### src/rtl/forward_scoreboard_pkg.sv
// Shared types and helpers for the forwarding scoreboard: stage-entry layout,
// forward-select encoding and select-width computation.
package forward_scoreboard_pkg;

    // Widest register address an entry can hold; narrower addresses are zero-extended.
    localparam int unsigned MAX_REG_W = 8;

    // Forward-select value meaning "read the register file".
    localparam int unsigned SEL_RF = 0;

    typedef struct packed {
        logic                 valid;
        logic                 regwrite;
        logic                 is_load;
        logic [MAX_REG_W-1:0] rd;
    } stage_entry_t;

    localparam stage_entry_t BUBBLE = '0;

    // Select width for DEPTH stages plus the register-file code.
    function automatic int unsigned sel_width(input int unsigned depth);
        return (depth < 1) ? 1 : $clog2(depth + 1);
    endfunction

endpackage

### src/rtl/fwd_match.sv
// Priority match of one source operand against all in-flight stages.
// The youngest (lowest-numbered) matching producer wins.
module fwd_match
    import forward_scoreboard_pkg::*;
#(
    parameter int unsigned DEPTH      = 3,
    parameter int unsigned LOAD_READY = 2,
    parameter int unsigned SEL_W      = 2
) (
    input  stage_entry_t [DEPTH:1] stages,
    input  logic [MAX_REG_W-1:0]   src,
    output logic [SEL_W-1:0]       sel,
    output logic                   load_hazard
);

    // Scan oldest to youngest so the last hit (youngest) sticks.
    always_comb begin
        sel         = SEL_W'(SEL_RF);
        load_hazard = 1'b0;
        for (int k = int'(DEPTH); k >= 1; k--) begin
            if (stages[k].valid && stages[k].regwrite &&
                stages[k].rd != '0 && stages[k].rd == src) begin
                sel         = SEL_W'(k);
                load_hazard = stages[k].is_load && (k < int'(LOAD_READY));
            end
        end
    end

endmodule

### src/rtl/forward_scoreboard.sv
// Forwarding scoreboard: tracks in-flight destination registers, selects the
// forwarding source for each operand of the issuing instruction, and stalls
// on load-use hazards whose load result is not yet forwardable.
module forward_scoreboard
    import forward_scoreboard_pkg::*;
#(
    parameter int unsigned REG_W      = 5,
    parameter int unsigned NUM_SRC    = 2,
    parameter int unsigned DEPTH      = 3,
    parameter int unsigned LOAD_READY = 2,
    parameter int unsigned CNT_W      = 16,
    localparam int unsigned SEL_W     = sel_width(DEPTH)
) (
    input  logic                     clk,
    input  logic                     rst,
    input  logic                     issue_valid,
    input  logic                     issue_regwrite,
    input  logic                     issue_is_load,
    input  logic [REG_W-1:0]         issue_rd,
    input  logic [NUM_SRC*REG_W-1:0] src_addr,
    input  logic                     flush,
    output logic [NUM_SRC*SEL_W-1:0] fwd_sel,
    output logic                     stall,
    output logic [CNT_W-1:0]         stall_count
);

    // REG_W must not exceed MAX_REG_W; addresses are zero-extended into entries.
    stage_entry_t [DEPTH:1] stage_q;
    stage_entry_t [DEPTH:1] stage_d;
    logic [NUM_SRC-1:0]     hazard;
    logic [MAX_REG_W-1:0]   src_ext [NUM_SRC];

    for (genvar i = 0; i < NUM_SRC; i++) begin : g_src
        assign src_ext[i] = MAX_REG_W'(src_addr[i*REG_W +: REG_W]);

        fwd_match #(
            .DEPTH      (DEPTH),
            .LOAD_READY (LOAD_READY),
            .SEL_W      (SEL_W)
        ) u_match (
            .stages      (stage_q),
            .src         (src_ext[i]),
            .sel         (fwd_sel[i*SEL_W +: SEL_W]),
            .load_hazard (hazard[i])
        );
    end

    // Flush overrides any hazard so a killed issue never stalls.
    assign stall = issue_valid && !flush && (|hazard);

    // Advance the pipeline image; capture issue only when it actually proceeds.
    always_comb begin
        stage_d    = '0;
        stage_d[1] = BUBBLE;
        if (issue_valid && !stall && !flush) begin
            stage_d[1].valid    = 1'b1;
            stage_d[1].regwrite = issue_regwrite;
            stage_d[1].is_load  = issue_is_load;
            stage_d[1].rd       = MAX_REG_W'(issue_rd);
        end
        for (int k = 2; k <= int'(DEPTH); k++) begin
            // Flush kills the instruction leaving stage 1.
            stage_d[k] = (k == 2 && flush) ? BUBBLE : stage_q[k-1];
        end
    end

    // Stage registers and saturating stall counter with synchronous reset.
    always_ff @(posedge clk) begin
        if (rst) begin
            stage_q     <= '0;
            stall_count <= '0;
        end else begin
            stage_q <= stage_d;
            if (stall && stall_count != '1) begin
                stall_count <= stall_count + CNT_W'(1);
            end
        end
    end

endmodule

### config.mk
export PLATFORM = sky130hd
export DESIGN_NAME = forward_scoreboard
export DESIGN_NICKNAME = d
export VERILOG_FILES = /design/src/rtl/forward_scoreboard_pkg.sv /design/src/rtl/fwd_match.sv /design/src/rtl/forward_scoreboard.sv
export SDC_FILE = /design/constraint.sdc
export NUM_CORES = 1
export LEC_CHECK = 0
export ABC_CLOCK_PERIOD_IN_PS = 4800
export CAP_MARGIN = 20
export CORE_MARGIN = 1
export CORE_UTILIZATION = 53
export CTS_CLUSTER_DIAMETER = 120
export DETAILED_ROUTE_END_ITERATION = 16
export HOLD_SLACK_MARGIN = 0.12
export PLACE_DENSITY = 0.81
export SLEW_MARGIN = 20
export SYNTH_ARGS = -nofsm -noshare
export SYNTH_HDL_FRONTEND = slang
export SYNTH_SLANG_ARGS = --single-unit
### constraint.sdc
create_clock -name clk -period 4.8 [get_ports clk]
set_input_delay 0.48 -clock clk [delete_from_list [all_inputs] [get_ports clk]]
set_output_delay 0.48 -clock clk [all_outputs]
set_load 0.01 [all_outputs]
== Word level (Yosys, flattened, before mapping) ==
Cells that the tools add are included.

* Register bits after elaboration: 47
* Bits in latches: 0
* Bits in writable memories: 0
* Memory bits (read-only): 0
* Bits of input ports: 21
* Output and inout bits: 21
* Word-level logic and storage cells: 55
* Memories kept: 0

* $add $sub $neg: 1
* $mul: 0
* Div/mod/pow operators: 0
* Magnitude comparators: 0
* Equal/unequal tests: 7
* Shifts and indexed selects: 0
* Muxes and demuxes: 9
* Bitwise gates (word level): 1
* Reduce and logical (&&, ||, !) cells: 25

{| class="wikitable"
|+ Operators with widths
! cell !! count
|-
| equality test 8 x 5 -> 1 bit || 6
|-
| nonzero test 8 bit || 3
|-
| logical AND 1 bit || 17
|-
| adder 16 x 1 -> 16 bit, second input constant || 1
|-
| != test 16 bit, second input constant || 1
|-
| 2-to-1 mux 2 bit || 6
|-
| 2-to-1 mux 11 bit || 1
|-
| OR reduction 2 bit || 3
|-
| logical NOT 1 bit || 2
|-
| 2-to-1 mux 1 bit || 2
|-
| NOT 1 bit || 1
|}

== Depth between registers and ports, before layout ==
Gate-level depths: netlist of the first run.

* Depth in word-level cells: 11
* Mapped depth: 8

== Modules after synthesis ==
From an unflattened synthesis of the first run, not the netlist that was laid out.

* Cell total of the unflattened synthesis: 257
* Area, all modules: 2,260.9 µm²

{| class="wikitable"
|+ Modules (own cells, without submodules)
! module !! times used !! cells each !! area an instance (µm²)
|-
| forward_scoreboard || 1 || 153 || 1,497.7
|-
| fwd_match || 2 || 52 || 381.6
|}

== Worst setup path after synthesis of the first run ==
OpenSTA, ideal clock, no wires.

* Path kind: flip-flop to flip-flop
* Start point: register stage_q[3] (netlist bit)
* End point: register stall_count[8]
* Setup time: 121 ps
* Arrival time: 2,039 ps
* Required time: 4,679 ps
* Path slack: 2,640 ps
* Stages on the path, launching flop included: 8
* Period minus slack after synthesis: 2,160 ps
* Path through: dfxtp_1 -> or4_1 -> o211ai_2 -> or4b_4 -> a21o_4 -> buf_6 -> nor4_1 -> mux2_2

* Longest elaborated chain between the ends: 7

{| class="wikitable"
|+ Ends and longest elaborated chain
! what !! RTL line !! RTL
|-
| from (decl) || forward_scoreboard.sv:28 || <nowiki>stage_entry_t [DEPTH:1] stage_q;</nowiki>
|-
| from (signal assigned) || forward_scoreboard.sv:73 || <nowiki>stage_q <= stage_d;</nowiki>
|-
| nonzero test 8 bit || fwd_match.sv:22 || <nowiki>stages[k].rd != '0 && stages[k].rd == src) begin</nowiki>
|-
| logical AND 1 bit || fwd_match.sv:21 || <nowiki>if (stages[k].valid && stages[k].regwrite &&</nowiki>
|-
| logical AND 1 bit || fwd_match.sv:22 ||
|-
| 2-to-1 mux 1 bit || fwd_match.sv:21 ||
|-
| OR reduction 2 bit (*) || forward_scoreboard.sv:49 || <nowiki>assign stall = issue_valid && !flush && (|hazard);</nowiki>
|-
| logical AND 1 bit (*) || forward_scoreboard.sv:49 ||
|-
| logical AND 1 bit (*) || forward_scoreboard.sv:74 || <nowiki>if (stall && stall_count != '1) begin</nowiki>
|-
| to (signal assigned) || forward_scoreboard.sv:75 || <nowiki>stall_count <= stall_count + CNT_W'(1);</nowiki>
|-
| to (decl) || forward_scoreboard.sv:24 || <nowiki>output logic [CNT_W-1:0] stall_count</nowiki>
|}

Mark *: on every way between the ends. The rest lies on a longest branch, timed or not.
A chain may end at the register's enable or synchronous reset.

== Final worst setup path of the first run ==
* Start point: register stage_q[0] (netlist bit)
* End point: output port stall

* Longest elaborated chain between the ends: 6

{| class="wikitable"
|+ Ends and longest elaborated chain
! what !! RTL line !! RTL
|-
| nonzero test 8 bit || fwd_match.sv:22 ||
|-
| logical AND 1 bit || fwd_match.sv:21 ||
|-
| logical AND 1 bit || fwd_match.sv:22 ||
|-
| 2-to-1 mux 1 bit || fwd_match.sv:21 ||
|-
| OR reduction 2 bit (*) || forward_scoreboard.sv:49 ||
|-
| logical AND 1 bit (*) || forward_scoreboard.sv:49 ||
|-
| to (decl) || forward_scoreboard.sv:23 || <nowiki>output logic stall,</nowiki>
|}

Marked as above.

==> metrics.md, run 1 <==
| Metric | Value |
|---|---|
| Clk network pwr share | 42.9% |
| WL final | 3.95 mm |
| CTS Root Cell | clkbuf_4 |
| Top Ports | 42 |
| Gr busiest metal | met2 |
| M2 GR Usage | 32.9% |
| GR Layer Usage met3 | 5.04% |
| Die Ht | 61.4 µm |
| Mapped Nets | 226 |
| H-Tree Depth | 2 |
| Initial DRC Count | 74 |
| Synthesized area | 1870 µm² |
| Pin count of the biggest net entering global routing | 30 |
| Post-CTS setup buffer count | 0 |
| Status | finished clean |
| Peak Freq | 326 MHz |
| Initial core utilization | 55.6% |
| Antenna diodes | 0 |
| Design Area, Final | 2420 µm² |
| Via count | 1,611 |
| Worst-Margin Slew | 0.947 ns |
| Core area | 3360 µm² |
| Critical path required time | 4.32 ns |
| DRC errors left | 0 |
| Grt ovf | 0 |
| CTS max path bufs | 2 |
| Main synth FF type | dfxtp_1 |
| Yosys warning count | 0 |
| Final setup vio count | 0 |
| Cell Chain, Critical Path | or4_1 > o211ai_2 > or4b_4 > a21o_4 > inv_1 > clkdlybuf4s50_1 |
| Pre-CTS setup slack | 1.83 ns |
| Layout Nets | 268 |
| Synth-to-Final Area Change | 29.3% |
| WL per Instance | 13.5 µm |
| Fin. max-slew vios | 0 |
| Hold Crit Class | reg -> reg |
| Combinational fraction of design power | 6.9% |
| Site Rows | 21 |
| Critical Path AT | 2.58 ns |
| Min Tclk post-route | 3.06 ns |
| Pleak | 0.893 nW |
| Net Sw Frac | 18.8% |
| Rel. slew slack | 36.7% |
| TritonCTS clock tree | done |
| Total track usage | 22.1% |
| # resized after CTS | 0 |
| Maximum vdd drop | 293 µV |
| RD Place Congestion | 0.919 |
| Synthesized area per cell | 9.16 µm² |
| Dpl cell area | 2310 µm² |
| Yosys cell types | 35 |
| Yosys reg bits | 38 |
| Sequential cell area fraction in the yosys report | 40.7% |
| Reg clk slew, reported paths | 0.11 ns |
| Reg power frac | 50.1% |
| Vias per cell | 5.50 |
| IO Port Bufs | 41 |
| Routed Antenna Nets | 0 |
| Unrepaired setup endpoints after global routing | no |
| Skew-Pair Late Insertion Delay | 0.33 ns |
| Post-DP HPWL | 2.98 mm |
| FFs w/ async S/R, synth | 0% |
| Crit path launch type | register |
| Antenna violations before repair | 0 |
| Die width | 61.4 µm |
| Clk_skew | 0.0141 ns |
| Share of cells above drive strength 1 | 7.29% |
| Grt met1 use | 31.7% |
| Max-Cap Viols | 0 |
| Clk sinks | 38 |
| P_int | 520 µW |
| Hold Buf Count CTS | 0 |
| First-pass DRT Iterations | 4 |
| Power Dens Cells | 265 nW/µm² |
| First-pass GRT wire length | 5.98 mm |
| Post-synth EDFFs | 0 |
| Slack of the critical path | 1.74 ns |
| Delay of the slowest critical-path stage | 0.55 ns |
| Switching pwr | 121 µW |
| Fillers | 293 |
| CP Capture Type | primary output |
| Number of CTS-inserted buffers | 5 |
| Total die area | 3770 µm² |
| TNS Setup | 0 ns |
| Cell count after synthesis | 204 |
| Vias in the first global route | 1,344 |
| Largest fanout on the critical path | 23 |
| Slowest cell on crit path | clkdlybuf4s50_1 |
| Setup CP Type | reg -> out |
| Final Cycle Share | 63.9% |
| Hold Vio Cnt, Final | 0 |
-- worst max-delay path: cells and delay by family (launching register included) --
family | cells | cell delay [ns]
buffers and inverters | 2 | 0.68
AND/OR/NAND/NOR | 2 | 0.69
AO/OA/AOI/OAI | 2 | 0.42
flip-flops | 1 | 0.45
-- state kept, by name (all words and copies together), names as in the netlist --
register	flops
stage_d	7
stall_count	16
stage_q	15
-- stage by stage --
| stage | cells | util, % | total power [mW] | hold WS (ns) |
|---|---|---|---|---|
| after floorplan | 204 | - | 0.349 | 0.438 |
| after global placement | 285 | 68.6 | 0.373 | 0.452 |
| after detailed placement | 285 | 68.6 | 0.373 | 0.461 |
| after CTS | 293 | 71.9 | 0.646 | 0.466 |
| after global routing | 293 | 71.9 | 0.664 | 0.493 |
| final | 293 | 71.9 | 0.641 | 0.472 |
-- power groups by stage --
stage / clock network (mW) / registers [mW] / logic, mW
after floorplan: 0 / 0.327 / 0.0213
after global placement: 0 / 0.329 / 0.0441
after detailed placement: 0 / 0.329 / 0.0444
after CTS: 0.280 / 0.321 / 0.0446
after global routing: 0.294 / 0.322 / 0.0488
final: 0.275 / 0.321 / 0.0444
-- metal layers --
| metal | part of all wire (%) | routed length [µm] | up-vias |
|---|---|---|---|
| met5 | 0 | 0 | - |
| li1 | - | - | 820 |
| met2 | 45 | 1800 | 47 |
| met4 | 1.3 | 51 | 0 |
| met1 | 49 | 1930 | 738 |
| met3 | 4.5 | 179 | 6 |
-- path summary, 6_finish.rpt --
path | startpoint | end | slack [ns] | cells after the start
setup / recovery | stage_q[0] | stall | 1.74 | 6
hold / removal | stage_q[9] | stage_d[31] | 0.47 | 1
setup reg to reg | stage_q[0] | stall_count[8] | 2.39 | 6
hold reg to reg | stage_q[9] | stage_d[31] | 0.47 | 1
-- placed cells by master, fill, tap and decap left out, drive strengths merged, types with 2 or more instances in the layout --
| cell | n |
|---|---|
| or2 | 2 |
| xor2 | 18 |
| or4 | 9 |
| o21ai | 2 |
| clkbuf | 6 |
| and2 | 15 |
| a21oi | 10 |
| inv | 4 |
| mux2 | 4 |
| nand4 | 3 |
| xnor2 | 12 |
| nor3 | 6 |
| a31oi | 5 |
| nand3 | 11 |
| dfxtp | 38 |
| nand2b | 2 |
| nor4 | 7 |
| o311a | 2 |
| nand2 | 4 |
| or3 | 2 |
| and3 | 3 |
| nor2b | 11 |
| o31ai | 7 |
| nor2 | 12 |
| clkdlybuf4s50 | 41 |
| o211ai | 2 |
| bufinv | 2 |
-- cell type report --
type	count	area [µm²]	share of cell area, %
multi-input cells	156	1060	43.9
flip-flops and latches	38	761	31.5
repair buffers	41	410	17.0
clock inverters	2	60.1	2.48
well taps	46	57.6	2.38
clock buffers	6	51.3	2.12
inverters	4	15.0	0.621
-- logic make-up after synthesis --
group / share of synthesized area [%]
AOI/OAI and AO/OA: 11.5
xor gates and xnor gates: 14.1
adders and majority gates: 0.669
buffers and inverters: 2.48
DFF: 40.7
muxes: 2.94
and+or+nand+nor: 27.6
-- Yosys cell counts (4+ instances only) --
library cell	n	share of area, %
a21oi_1	10	2.7
a31oi_1	5	1.7
and2_1	15	5.0
clkbuf_1	4	0.80
dfxtp_1	38	41
inv_1	4	0.80
mux2_2	4	2.4
nand2_1	4	0.80
nand3_1	11	2.9
nor2_1	12	2.4
nor2b_1	11	3.7
nor3_1	6	1.6
nor4_1	7	2.3
o31ai_1	7	2.8
or4_1	9	3.6
xnor2_1	12	5.6
xor2_1	18	8.4
Power figures use the tool's default switching activity.
==> run 2: changes to the inputs <==
- ABC_CLOCK_PERIOD_IN_PS: 4800 -> 2900
- CORE_UTILIZATION: 53 -> 50
- PLACE_DENSITY: 0.81 -> 0.76
- clock period: 4.8 -> 2.9 ns (I/O delays scaled with it)
==> run 2 against run 1 <==
Count of clock-buffer cells in the layout up 1. Die area up 5.8%. Critical path depth unchanged. Combinational power up 71%. Worst setup slack worse by 1.6 ns. Core utilization down 1.6 points. Highest routed layer unchanged. Via count down 0.74%. Total power up 61%.
==> metrics.md, run 2 (same netlist as run 1, synthesis figures left out) <==
| Metric | Value |
|---|---|
| CTS max path bufs | 2 |
| Slowest cell on crit path | clkdlybuf4s50_1 |
| Pleak | 0.891 nW |
| Status | finished clean |
| CP bufs+invs | 2 |
| TNS Setup | 0 ns |
| First-pass DRT Iterations | 4 |
| H-Tree Depth | 2 |
| Max-Cap Viols | 0 |
| Layout Nets | 270 |
| Vias per cell | 5.42 |
| Number of CTS-inserted buffers | 5 |
| Vias in the first global route | 1,383 |
| Combinational fraction of design power | 7.3% |
| Critical path required time | 2.61 ns |
| Critical Path AT | 2.49 ns |
| WL final | 3.93 mm |
| Crit path launch type | register |
| Final Cycle Share | 96.0% |
| Total track usage | 20.7% |
| First-pass GRT wire length | 6.31 mm |
| RD Place Congestion | 0.911 |
| Launch point of the worst reg-to-reg path | stage_q[4] |
| Core area | 3470 µm² |
| Crit path launch | stage_q[4] |
| CTS Root Cell | clkbuf_8 |
| Most common cell after layout, fill and taps aside | clkdlybuf4s50_1 |
| Top Ports | 42 |
| Commonest cells after routing, fill and taps aside | 41 x clkdlybuf4s50_1, 37 x dfxtp_1, 18 x xor2_1 |
| Maximum vdd drop | 332 µV |
| Clk sinks | 38 |
| Hold Crit Class | reg -> reg |
| Peak Freq | 359 MHz |
| Clk_skew | 0.00770 ns |
| CP Capture Type | primary output |
| DRC errors left | 0 |
| Total die area | 3990 µm² |
| Hold Vio Cnt, Final | 0 |
| Antenna violations before repair | 0 |
| Final setup vio count | 0 |
| Setup CP Type | reg -> out |
| Power, Total | 1.04 mW |
| Worst-Margin Slew | 0.512 ns |
| Initial DRC Count | 99 |
| Pin count of the biggest net entering global routing | 30 |
| TritonCTS clock tree | done |
| Via count | 1,599 |
| Unrepaired setup endpoints after global routing | no |
| Largest fanout on the critical path | 23 |
| Antenna diodes | 0 |
| Reg power frac | 51.5% |
| Site Rows | 21 |
| Routed Antenna Nets | 0 |
| P_int | 827 µW |
| Post-DP HPWL | 2.93 mm |
| WL per Instance | 13.3 µm |
| Util after Layout | 70.3% |
| IO Port Bufs | 41 |
| Crit-path leading delay family | simple AND/OR/NAND/NOR gates |
| Share of cells above drive strength 1 | 7.63% |
| Grt ovf | 0 |
| Skew-Pair Late Insertion Delay | 0.29 ns |
| Fin. max-slew vios | 0 |
| Clk network pwr share | 41.2% |
| Min Tclk post-route | 2.78 ns |
| Die width | 63.1 µm |
| Die Ht | 63.1 µm |
| Switching pwr | 208 µW |
| Rel. slew slack | 65.5% |
| Initial core utilization | 53.9% |
| Largest Register | stall_count |
| Synth-to-Final Area Change | 30.4% |
| Delay of the slowest critical-path stage | 0.55 ns |
| Worst Hold Launch | stage_d[31] |
| Cell Chain, Critical Path | or4_1 > o211ai_4 > or4b_4 > a21o_4 > inv_1 > clkdlybuf4s50_1 |
| Max reg flops | 16 |
| Net Sw Frac | 20.1% |
| Reg clk slew, reported paths | 0.07 ns |
| Power Dens Cells | 425 nW/µm² |
| Hold Buf Count CTS | 0 |
## run 2: cell count changes in the layout (fill, tap and decap cells not counted), moves of 2 or more
cell	previous run	this run
clkbuf_4	5	0
clkbuf_8	1	5
buf_4	0	2
clkbuf_1	0	2
## run 2: what timing repair did
item                                   CTS  global route
endpoints found under the hold margin    0             0
setup endpoints to repair                0             1
resized for setup                        0             2
buffers inserted                         0             0
## run 2: area by class of cell
type	count	area, µm²
multi-input combinational	156	1070
clock inverter	1	30.0
fill	294	1030
clock buffer	7	76.3
sequential	38	762
inverter	4	15.0
tap	46	57.6
timing repair buffer	43	425
## run 2: through the flow
stage                     hold slack [ns]  setup WS [ns]  std cells  cell area [µm²]
after global routing                0.488         0.0189        295             2440
final                               0.470          0.116        295             2440
after floorplan                     0.412          0.740        204             1870
after global placement              0.447          0.332        287             2320
after detailed placement            0.466          0.308        287             2320
after CTS                           0.472         0.0750        295             2430
## run 2: worst paths after layout
path | depth (start not counted) | endpoint | slack [ns]
worst max-delay path | 6 | stall | 0.12
worst min-delay path | 1 | stage_q[31] | 0.47
worst max register to register | 6 | stall_count[9] | 0.53
worst min register to register | 1 | stage_q[31] | 0.47
## run 2: layer usage
layer / up-vias / global-route usage (%) / share of wire [%] / wire [µm]
li1: 818 / - / - / -
met1: 723 / 28.8 / 51 / 2000
met2: 53 / 30.2 / 43 / 1690
met3: 5 / 4.71 / 4.9 / 193
met4: 0 / 8.72 / 1.1 / 43
met5: - / 0 / 0 / 0
## run 2: power by group through the flow
stage          logic (mW)  clock network (mW)  registers (mW)
3_3_place_gp       0.0739                   0           0.544
2_1_floorplan      0.0352                   0           0.542
5_1_grt            0.0831               0.471           0.533
3_5_place_dp       0.0750                   0           0.544
6_report           0.0760               0.426           0.533
4_1_cts            0.0755               0.438           0.532
